File: src/rtl/nco_pkg.sv
// Shared constants for the dual-tone NCO, plus the elaboration-time generator for the
// quarter-wave sine table (fixed-point Taylor series, rounded to Q0.15).
package nco_pkg;

    localparam int PHASE_W    = 24;
    localparam int LUT_ADDR_W = 8;
    localparam int SAMPLE_W   = 16;
    localparam int SCALED_W   = SAMPLE_W + 1;
    localparam int SUM_W      = SAMPLE_W + 2;

    localparam logic [15:0] LFSR_SEED = 16'hACE1;

    localparam int SAT_MAX = 32767;
    localparam int SAT_MIN = -32768;

    localparam int     FRAC_W = 30;
    localparam longint PI_Q30 = 64'sd3373259426;

    // Entry k = round(32767 * sin(pi/2 * (k + 0.5) / 2^addr_w)); Q30 keeps every product inside 64 bits.
    function automatic logic [SAMPLE_W-1:0] sine_entry(input int k, input int addr_w);
        longint x;
        longint x2;
        longint term;
        longint sum;
        longint scaled;
        x    = (PI_Q30 * longint'(2 * k + 1)) / (longint'(1) <<< (addr_w + 2));
        x2   = (x * x) >>> FRAC_W;
        term = x;
        sum  = x;
        for (int n = 1; n <= 10; n++) begin
            term = -((term * x2) >>> FRAC_W) / longint'((2 * n) * (2 * n + 1));
            sum  = sum + term;
        end
        scaled = (sum * 32767 + (longint'(1) <<< (FRAC_W - 1))) >>> FRAC_W;
        return SAMPLE_W'(scaled);
    endfunction

endpackage

File: src/rtl/sine_quarter_lut.sv
// Quarter-wave sine ROM with a registered read port; quadrant folding is done by the parent.
module sine_quarter_lut
    import nco_pkg::*;
#(
    parameter int ADDR_W = nco_pkg::LUT_ADDR_W
) (
    input  logic                clk,
    input  logic                reset,
    input  logic                rd_en,
    input  logic [ADDR_W-1:0]   addr,
    output logic [SAMPLE_W-1:0] rdata
);

    localparam int DEPTH = 1 << ADDR_W;

    logic [SAMPLE_W-1:0] rom [DEPTH];
    logic [SAMPLE_W-1:0] rdata_d;
    logic [SAMPLE_W-1:0] rdata_q;

    for (genvar k = 0; k < DEPTH; k++) begin : g_rom
        localparam logic [SAMPLE_W-1:0] ENTRY = sine_entry(k, ADDR_W);
        assign rom[k] = ENTRY;
    end

    always_comb begin
        rdata_d = rdata_q;
        if (rd_en) begin
            rdata_d = rom[addr];
        end
    end

    always_ff @(posedge clk) begin
        if (reset) begin
            rdata_q <= '0;
        end else begin
            rdata_q <= rdata_d;
        end
    end

    assign rdata = rdata_q;

endmodule

File: src/rtl/dual_tone_nco.sv
// Two-tone NCO producing a saturated composite sample on every divider tick (3-cycle pipeline).
// Define NCO_PHASE_DITHER_EN to add LFSR phase dither ahead of table truncation.
module dual_tone_nco #(
    parameter int PHASE_W    = nco_pkg::PHASE_W,
    parameter int LUT_ADDR_W = nco_pkg::LUT_ADDR_W
) (
    input  logic                                 clk,
    input  logic                                 reset,
    input  logic                                 enable,
    input  logic [15:0]                          sample_div,
    input  logic [PHASE_W-1:0]                   ftw1,
    input  logic [PHASE_W-1:0]                   ftw2,
    input  logic [15:0]                          amp1,
    input  logic [15:0]                          amp2,
    output logic signed [nco_pkg::SAMPLE_W-1:0]  x_out,
    output logic                                 x_valid
);

    import nco_pkg::*;

    localparam int QIDX_W = LUT_ADDR_W + 2;

    logic [PHASE_W-1:0] acc1_d, acc1_q;
    logic [PHASE_W-1:0] acc2_d, acc2_q;
    logic [15:0]        div_cnt_d, div_cnt_q;
    logic               tick;

    logic [QIDX_W-1:0]     ptop1, ptop2;
    logic [LUT_ADDR_W-1:0] addr1, addr2;
    logic [SAMPLE_W-1:0]   lut1, lut2;

    logic s1_valid_d, s1_valid_q;
    logic s1_neg1_d, s1_neg1_q;
    logic s1_neg2_d, s1_neg2_q;

    logic signed [SCALED_W-1:0]   sine1, sine2;
    logic signed [2*SCALED_W-1:0] mult1, mult2;
    logic signed [SCALED_W-1:0]   s2_tone1_d, s2_tone1_q;
    logic signed [SCALED_W-1:0]   s2_tone2_d, s2_tone2_q;
    logic                         s2_valid_d, s2_valid_q;

    logic signed [SUM_W-1:0]    sum;
    logic signed [SAMPLE_W-1:0] x_out_d, x_out_q;
    logic                       x_valid_d, x_valid_q;

    assign tick = enable && (div_cnt_q >= sample_div);

    always_comb begin
        div_cnt_d = div_cnt_q;
        acc1_d    = acc1_q;
        acc2_d    = acc2_q;
        if (enable) begin
            div_cnt_d = tick ? '0 : div_cnt_q + 16'd1;
        end
        if (tick) begin
            acc1_d = acc1_q + ftw1;
            acc2_d = acc2_q + ftw2;
        end
    end

`ifdef NCO_PHASE_DITHER_EN
    localparam int DITHER_W = PHASE_W - LUT_ADDR_W - 2;

    logic [15:0]        lfsr_d, lfsr_q;
    logic [PHASE_W-1:0] dither;

    always_comb begin
        dither = PHASE_W'(lfsr_q) & ((PHASE_W'(1) << DITHER_W) - PHASE_W'(1));
        lfsr_d = lfsr_q;
        if (tick) begin
            lfsr_d = {lfsr_q[14:0], lfsr_q[15] ^ lfsr_q[13] ^ lfsr_q[12] ^ lfsr_q[10]};
        end
        ptop1 = QIDX_W'((acc1_q + dither) >> DITHER_W);
        ptop2 = QIDX_W'((acc2_q + dither) >> DITHER_W);
    end

    always_ff @(posedge clk) begin
        if (reset) begin
            lfsr_q <= LFSR_SEED;
        end else begin
            lfsr_q <= lfsr_d;
        end
    end
`else
    always_comb begin
        ptop1 = acc1_q[PHASE_W-1 -: QIDX_W];
        ptop2 = acc2_q[PHASE_W-1 -: QIDX_W];
    end
`endif

    // Odd quadrants walk the table backwards; the upper half-cycle is negated after the read.
    always_comb begin
        addr1      = ptop1[QIDX_W-2] ? ~ptop1[LUT_ADDR_W-1:0] : ptop1[LUT_ADDR_W-1:0];
        addr2      = ptop2[QIDX_W-2] ? ~ptop2[LUT_ADDR_W-1:0] : ptop2[LUT_ADDR_W-1:0];
        s1_valid_d = tick;
        s1_neg1_d  = s1_neg1_q;
        s1_neg2_d  = s1_neg2_q;
        if (tick) begin
            s1_neg1_d = ptop1[QIDX_W-1];
            s1_neg2_d = ptop2[QIDX_W-1];
        end
    end

    sine_quarter_lut #(
        .ADDR_W (LUT_ADDR_W)
    ) u_lut1 (
        .clk   (clk),
        .reset (reset),
        .rd_en (tick),
        .addr  (addr1),
        .rdata (lut1)
    );

    sine_quarter_lut #(
        .ADDR_W (LUT_ADDR_W)
    ) u_lut2 (
        .clk   (clk),
        .reset (reset),
        .rd_en (tick),
        .addr  (addr2),
        .rdata (lut2)
    );

    always_comb begin
        sine1      = s1_neg1_q ? -$signed({1'b0, lut1}) : $signed({1'b0, lut1});
        sine2      = s1_neg2_q ? -$signed({1'b0, lut2}) : $signed({1'b0, lut2});
        mult1      = (2*SCALED_W)'(sine1) * (2*SCALED_W)'($signed({1'b0, amp1}));
        mult2      = (2*SCALED_W)'(sine2) * (2*SCALED_W)'($signed({1'b0, amp2}));
        s2_valid_d = s1_valid_q;
        s2_tone1_d = s2_tone1_q;
        s2_tone2_d = s2_tone2_q;
        if (s1_valid_q) begin
            s2_tone1_d = SCALED_W'(mult1 >>> 15);
            s2_tone2_d = SCALED_W'(mult2 >>> 15);
        end
    end

    always_comb begin
        sum       = SUM_W'(s2_tone1_q) + SUM_W'(s2_tone2_q);
        x_valid_d = s2_valid_q;
        x_out_d   = x_out_q;
        if (s2_valid_q) begin
            if (sum > SUM_W'(SAT_MAX)) begin
                x_out_d = SAMPLE_W'(SAT_MAX);
            end else if (sum < SUM_W'(SAT_MIN)) begin
                x_out_d = SAMPLE_W'(SAT_MIN);
            end else begin
                x_out_d = SAMPLE_W'(sum);
            end
        end
    end

    always_ff @(posedge clk) begin
        if (reset) begin
            acc1_q     <= '0;
            acc2_q     <= '0;
            div_cnt_q  <= '0;
            s1_valid_q <= 1'b0;
            s1_neg1_q  <= 1'b0;
            s1_neg2_q  <= 1'b0;
            s2_valid_q <= 1'b0;
            s2_tone1_q <= '0;
            s2_tone2_q <= '0;
            x_valid_q  <= 1'b0;
            x_out_q    <= '0;
        end else begin
            acc1_q     <= acc1_d;
            acc2_q     <= acc2_d;
            div_cnt_q  <= div_cnt_d;
            s1_valid_q <= s1_valid_d;
            s1_neg1_q  <= s1_neg1_d;
            s1_neg2_q  <= s1_neg2_d;
            s2_valid_q <= s2_valid_d;
            s2_tone1_q <= s2_tone1_d;
            s2_tone2_q <= s2_tone2_d;
            x_valid_q  <= x_valid_d;
            x_out_q    <= x_out_d;
        end
    end

    assign x_out   = x_out_q;
    assign x_valid = x_valid_q;

endmodule
File: config.mk
export PLATFORM = sky130hd
export DESIGN_NAME = dual_tone_nco
export DESIGN_NICKNAME = d
export VERILOG_FILES = /design/src/rtl/nco_pkg.sv /design/src/rtl/sine_quarter_lut.sv /design/src/rtl/dual_tone_nco.sv
export SDC_FILE = /design/constraint.sdc
export NUM_CORES = 2
export LEC_CHECK = 0
export ABC_AREA = 1
export BUFFER_PORTS_ARGS = -buffer_cell sky130_fd_sc_hd__buf_4
export CORE_MARGIN = 3
export CORE_UTILIZATION = 60
export DETAILED_ROUTE_END_ITERATION = 10
export GPL_TIMING_DRIVEN = 0
export PLACE_DENSITY = 0.77
export SYNTH_ARGS = -nofsm -noshare
export SYNTH_HDL_FRONTEND = slang
export SYNTH_HIERARCHICAL = 1
export SYNTH_SLANG_ARGS = --single-unit
File: constraint.sdc
create_clock -name clk -period 6.65 [get_ports clk]
set_input_delay 0.665 -clock clk [delete_from_list [all_inputs] [get_ports clk]]
set_output_delay 0.665 -clock clk [all_outputs]
set_load 0.005 [all_outputs]
==> results of run 1 <==
==> per-stage QoR <==
| stage | cell area, um2 | TNS (ns) |
|---|---|---|
| CTS | 43200 | -0.0305 |
| detailed placement | 41000 | -35.40 |
| global placement | 41000 | -26.03 |
| floorplan | 39100 | 0 |
==> synth_stat cells (all sizes together), types with 7 or more instances <==
cell type and n:
buf 120, ha 274, nand3b 10, clkbuf 81, xor2 59, fa 533
xnor2 29, o22ai 7, o21bai 16, nor3 35, nor2 701, a31oi 20
nand3 522, a21boi 10, nor4 12, o211ai 18, nand4 49, clkinv 14
inv 1140, nand2 1550, a21o 21, or2 22, dfxtp 149, a21oi 271
o21ai 262
==> per-layer routing <==
metal	GRT overflow	GRT usage
met5	6	0.375
met1	78	0.746
met2	925	0.943
met4	439	0.768
met3	65	0.572
==> cell families after synthesis <==
family / share of synthesized area
AND/OR/NAND/NOR: 0.312
adder cells (fa/ha/maj): 0.360
other: 0.000192
flip-flops: 0.0762
AO/OA/AOI/OAI: 0.0906
buffers and inverters: 0.140
XOR/XNOR: 0.0205
==> repair_timing <==
action,4_1_cts
pin swaps,135
setup buffers,61
gates resized for setup,290
cloned,2
endpoints found under the setup margin,34
==> impl_results.md, run 1 <==
* Number of synthesized register bits at 149
* Clock Sinks at 149
* Mapped Area at 39100 um2
* Dpl hpwl at ~130000 um
* Error msg: [ERROR GRT-0232] Routing congestion too high. Check the congestion heatmap in the GUI.
* Top cell type's share of synthesized area at 0.273
* Largest net degree at the start of global routing at 18
* Chip width at 261 um
* Synthesized net count at roughly 6900
* I/O Buffers at 103
* Post-synthesis async set-or-reset flop share at 0
* Status: aborted with a tool error
* Worst EP post-GRT repair: s2_tone1_q[6]$_SDFFE_PP0P_/D
* Seq/Total Area, Yosys at 0.0762
* GRT overflow at 1513
* Cts hold-fix bufs at 0
* CTS buffer count at 17
* Num rows at 92
* Clock Root Buffer: clkbuf_16
* Yosys Warn Count at 6
* Starting Density at 0.613
* Avg Cell Area, Syn at between 6 and 7 um2
* GP Congestion at approximately 1.1
* Fail Step: global routing
* H-tree levels at 4
* Synth area leaders: fa_1 (27%), nand2_1 (14%), inv_1 (11%)
* Die height at 261 um
* Cell type with the largest total area after synthesis: fa_1
* Post-Syn Instances at 5944
* Unique masters post-synth at 61
* Clock buffer depth at 2
* Worst EP kind: sequential cell input
* Pre-CTS WS at -1.48 ns
* # IOs at 116
* Tot GR Track Use at 0.757
* Predominant post-synthesis flop cell: dfxtp_1
* EDFF count, synth at 0
* Dpl cells at slightly below 7000
==> run 2: changes to the inputs <==
--- a/config.mk
+++ b/config.mk
@@ -8,10 +8,10 @@
 export ABC_AREA = 1
 export BUFFER_PORTS_ARGS = -buffer_cell sky130_fd_sc_hd__buf_4
 export CORE_MARGIN = 3
-export CORE_UTILIZATION = 60
+export CORE_UTILIZATION = 40
 export DETAILED_ROUTE_END_ITERATION = 10
 export GPL_TIMING_DRIVEN = 0
-export PLACE_DENSITY = 0.77
+export PLACE_DENSITY_LB_ADDON = 0.15
 export SYNTH_ARGS = -nofsm -noshare
 export SYNTH_HDL_FRONTEND = slang
 export SYNTH_HIERARCHICAL = 1
==> constraint.sdc (replaced) <==
create_clock -name clk -period 8.6 [get_ports clk]
set_input_delay 0.86 -clock clk [delete_from_list [all_inputs] [get_ports clk]]
set_output_delay 0.86 -clock clk [all_outputs]
set_load 0.005 [all_outputs]
==> run 2 against run 1 <==
Compared with the run above: the flow now finishes without violations; synthesized cell count did not move; area after synthesis did not move.
==> impl_results.md, run 2 <==
* Layout cells sized above 1 at 0.0711
* Starting Density at 0.404
* Pre-CTS WS at 0.343 ns
* Worst reg2reg startpoint: u_lut1/rdata[0]
* Synthesized net count at 6850
* Cts hold-fix bufs at 0
* Router iterations before antenna repair at 6
* Setup TNS at 0 ns
* P&R area growth vs syn at 7.67%
* WL final at 168000 um
* Commonest non-fill, non-tap cells in the layout: nand2_1 (1491), inv_1 (1106), nor2_1 (679), fa_1 (533), nand3_1 (510)
* Synth cell count leaders: nand2_1 (1491), inv_1 (1106), nor2_1 (679), fa_1 (533), nand3_1 (510)
* R2R Setup Slk at 0.65 ns
* Top cell type's share of synthesized area at 0.273
* Final instance area at about 42000 um2
* Diodes inserted at 0
* I/O Buffers at just over 100
* Worst setup EP type: register
* Worst-margin pin slew at 1.31 ns
* CP max FO at 9
* Largest regs: acc1_q: 24 flops, acc2_q: 24 flops
* Chip width at 319 um
* CP dominant cell by count: inv_1
* Worst hold path cell count at 2
* Required @ worst endpoint at 9.03 ns
* Clk_skew at 0.0240 ns
* Clock Sinks at 149
* Dpl hpwl at 139000 um
* Final setup violation count at 0
* Post-synthesis async set-or-reset flop share at 0
* Hold endpoint: x_out[1]
* Worst-case reg-to-reg path depth at 30
* Final Max Tran Viols at 0
* Initial antenna violation count at 1
* Slowest CP cell: dfxtp_1
* H-tree levels at 4
* Fin nets at 6972
* Max VDD drop at 0.000137 V
* Cell type with the largest total area after synthesis: fa_1
* Status: finished clean
* # IOs at 116
* Largest stage delay on the critical path at 0.70 ns
* Clock buffer depth at 2
* DP Area at 41500 um2
* Fmax at 126 MHz
* CTS buffer count at 17
* R2r endpoint: s2_tone1_q[6]
* Avg Cell Area, Syn at 6.58 um2
* Most frequent cell after synthesis: nand2_1
* Core area at 96900 um2
* Clock Root Buffer: clkbuf_16
* Yosys Warn Count at 6
* Max_slew headroom at 0.124
* Largest net degree at the start of global routing at 18
* # DRC at 0
* Clk_lat worst skew at 0.48 ns
* Tot GR Track Use at 0.328
* Final min period at 7.95 ns
* First-pass GRT wire length at 251000 um
* Overall via count from detail_route at 40000
* Unique masters post-synth at between 60 and 70
* Power Density at about 42 nW/um2
* Worst Hold Class: register to register
* Vias in the first global route at 39700
* RSZ-0062 raised after global routing: no
* CTS clk-pin slew, worst paths at approximately 0.080 ns
* Area of the die at slightly above 100000 um2
* Commonest non-fill, non-tap cell in the layout: nand2_1
* Post CTS Setup Buffer Count at 0
* Vias/cell at 5.43
* Pleak at around 23 nW
* PnR worst setup slack at 0.653 ns
* Final Cycle Share at 0.924
* Final Hold Violating Endpoints at 0
* Hold Startpoint: x_out[1]
* Synth area leaders: fa_1 (27%), nand2_1 (14%), inv_1 (11%)
* Final ANT Viol Nets at 0
* GRT overflow at 0
* Predominant post-synthesis flop cell: dfxtp_1
* CTS tree: done
* CP arrival at 8.37 ns
* EDFF count, synth at 0
* Seq/Total Area, Yosys at 0.0762
* Mapped Area at ~39000 um2
* Critical path startpoint category: register
* Cts repair resizes at 0
* Num rows at 114
* Post-Syn Instances at 5944
* Max cap viols at 0
* Drt wl/cell at 22.9 um
* Kind of critical path: register to register
* Initial DRC count at 3309
* Die height at approximately 320 um
* Number of synthesized register bits at about 150
* GP Congestion at 1.06
-- run 2: kinds of logic after synthesis --
group / synth area share
other: 0.000192
AND/OR/NAND/NOR: 0.312
AO/OA/AOI/OAI: 0.0906
flip-flops: 0.0762
adder cells (fa/ha/maj): 0.360
buffers and inverters: 0.140
XOR/XNOR: 0.0205
-- run 2: final cells by class --
type / count / area, um2
fillers: 10600 / 54700
multi-input cells: 4440 / 30700
inverters: 1154 / 4350
flip-flops and latches: 149 / 2980
well taps: 1276 / 1600
plain buffers: 201 / 1120
repair buffers: 103 / 773
clock buffers: 17 / 425
clock inverters: 15 / 179
-- run 2: power by group --
| part | switching [mW] | internal, mW |
|---|---|---|
| combinational | 0.190 | 0.0918 |
| sequential | 0.000837 | 0.690 |
| clock | 0.389 | 0.418 |
| total | 0.580 | 1.20 |
-- run 2: stage by stage --
step / util / cells / total power, mW / hold slack [ns]
after detailed placement: 0.428 / 7323 / 0.986 / 0.461
final: 0.435 / 7355 / 1.78 / 0.465
after floorplan: - / 5944 / 0.865 / 0.451
after global placement: 0.428 / 7323 / 0.986 / 0.460
after global routing: 0.435 / 7355 / 1.86 / 0.508
after CTS: 0.435 / 7355 / 1.80 / 0.471
-- run 2: critical path, delay by kind of cell, from the launching register on --
family,cells,cell delay (ns)
adders and majority gates,8,3.57
AOI/OAI and AO/OA,5,1.12
buffers and inverters,9,0.89
xor gates and xnor gates,1,0.64
DFF,1,0.70
and+or+nand+nor,7,0.95
-- run 2: layer usage --
metal,up-vias,global-route usage,wire length [um]
li1,18500,-,-
met1,19400,0.422,69100
met2,1646,0.543,77800
met3,427,0.0404,11100
met4,0,0.172,10300
met5,-,0,0
-- run 2: how the worst max path moves through the flow --
stage	start	end	slack, ns	cells past startpoint
after floorplan	u_lut2/rdata[0]	s2_tone2_q[12]	2.10	31
after global placement	u_lut1/rdata[0]	s2_tone1_q[6]	0.29	30
after detailed placement	u_lut1/rdata[0]	s2_tone1_q[6]	0.34	30
after CTS	u_lut1/rdata[0]	s2_tone1_q[6]	0.30	30
after global routing	u_lut1/rdata[0]	s2_tone1_q[16]	0.23	34
final	u_lut1/rdata[0]	s2_tone1_q[6]	0.65	30
(Power assumes the default switching activity.)
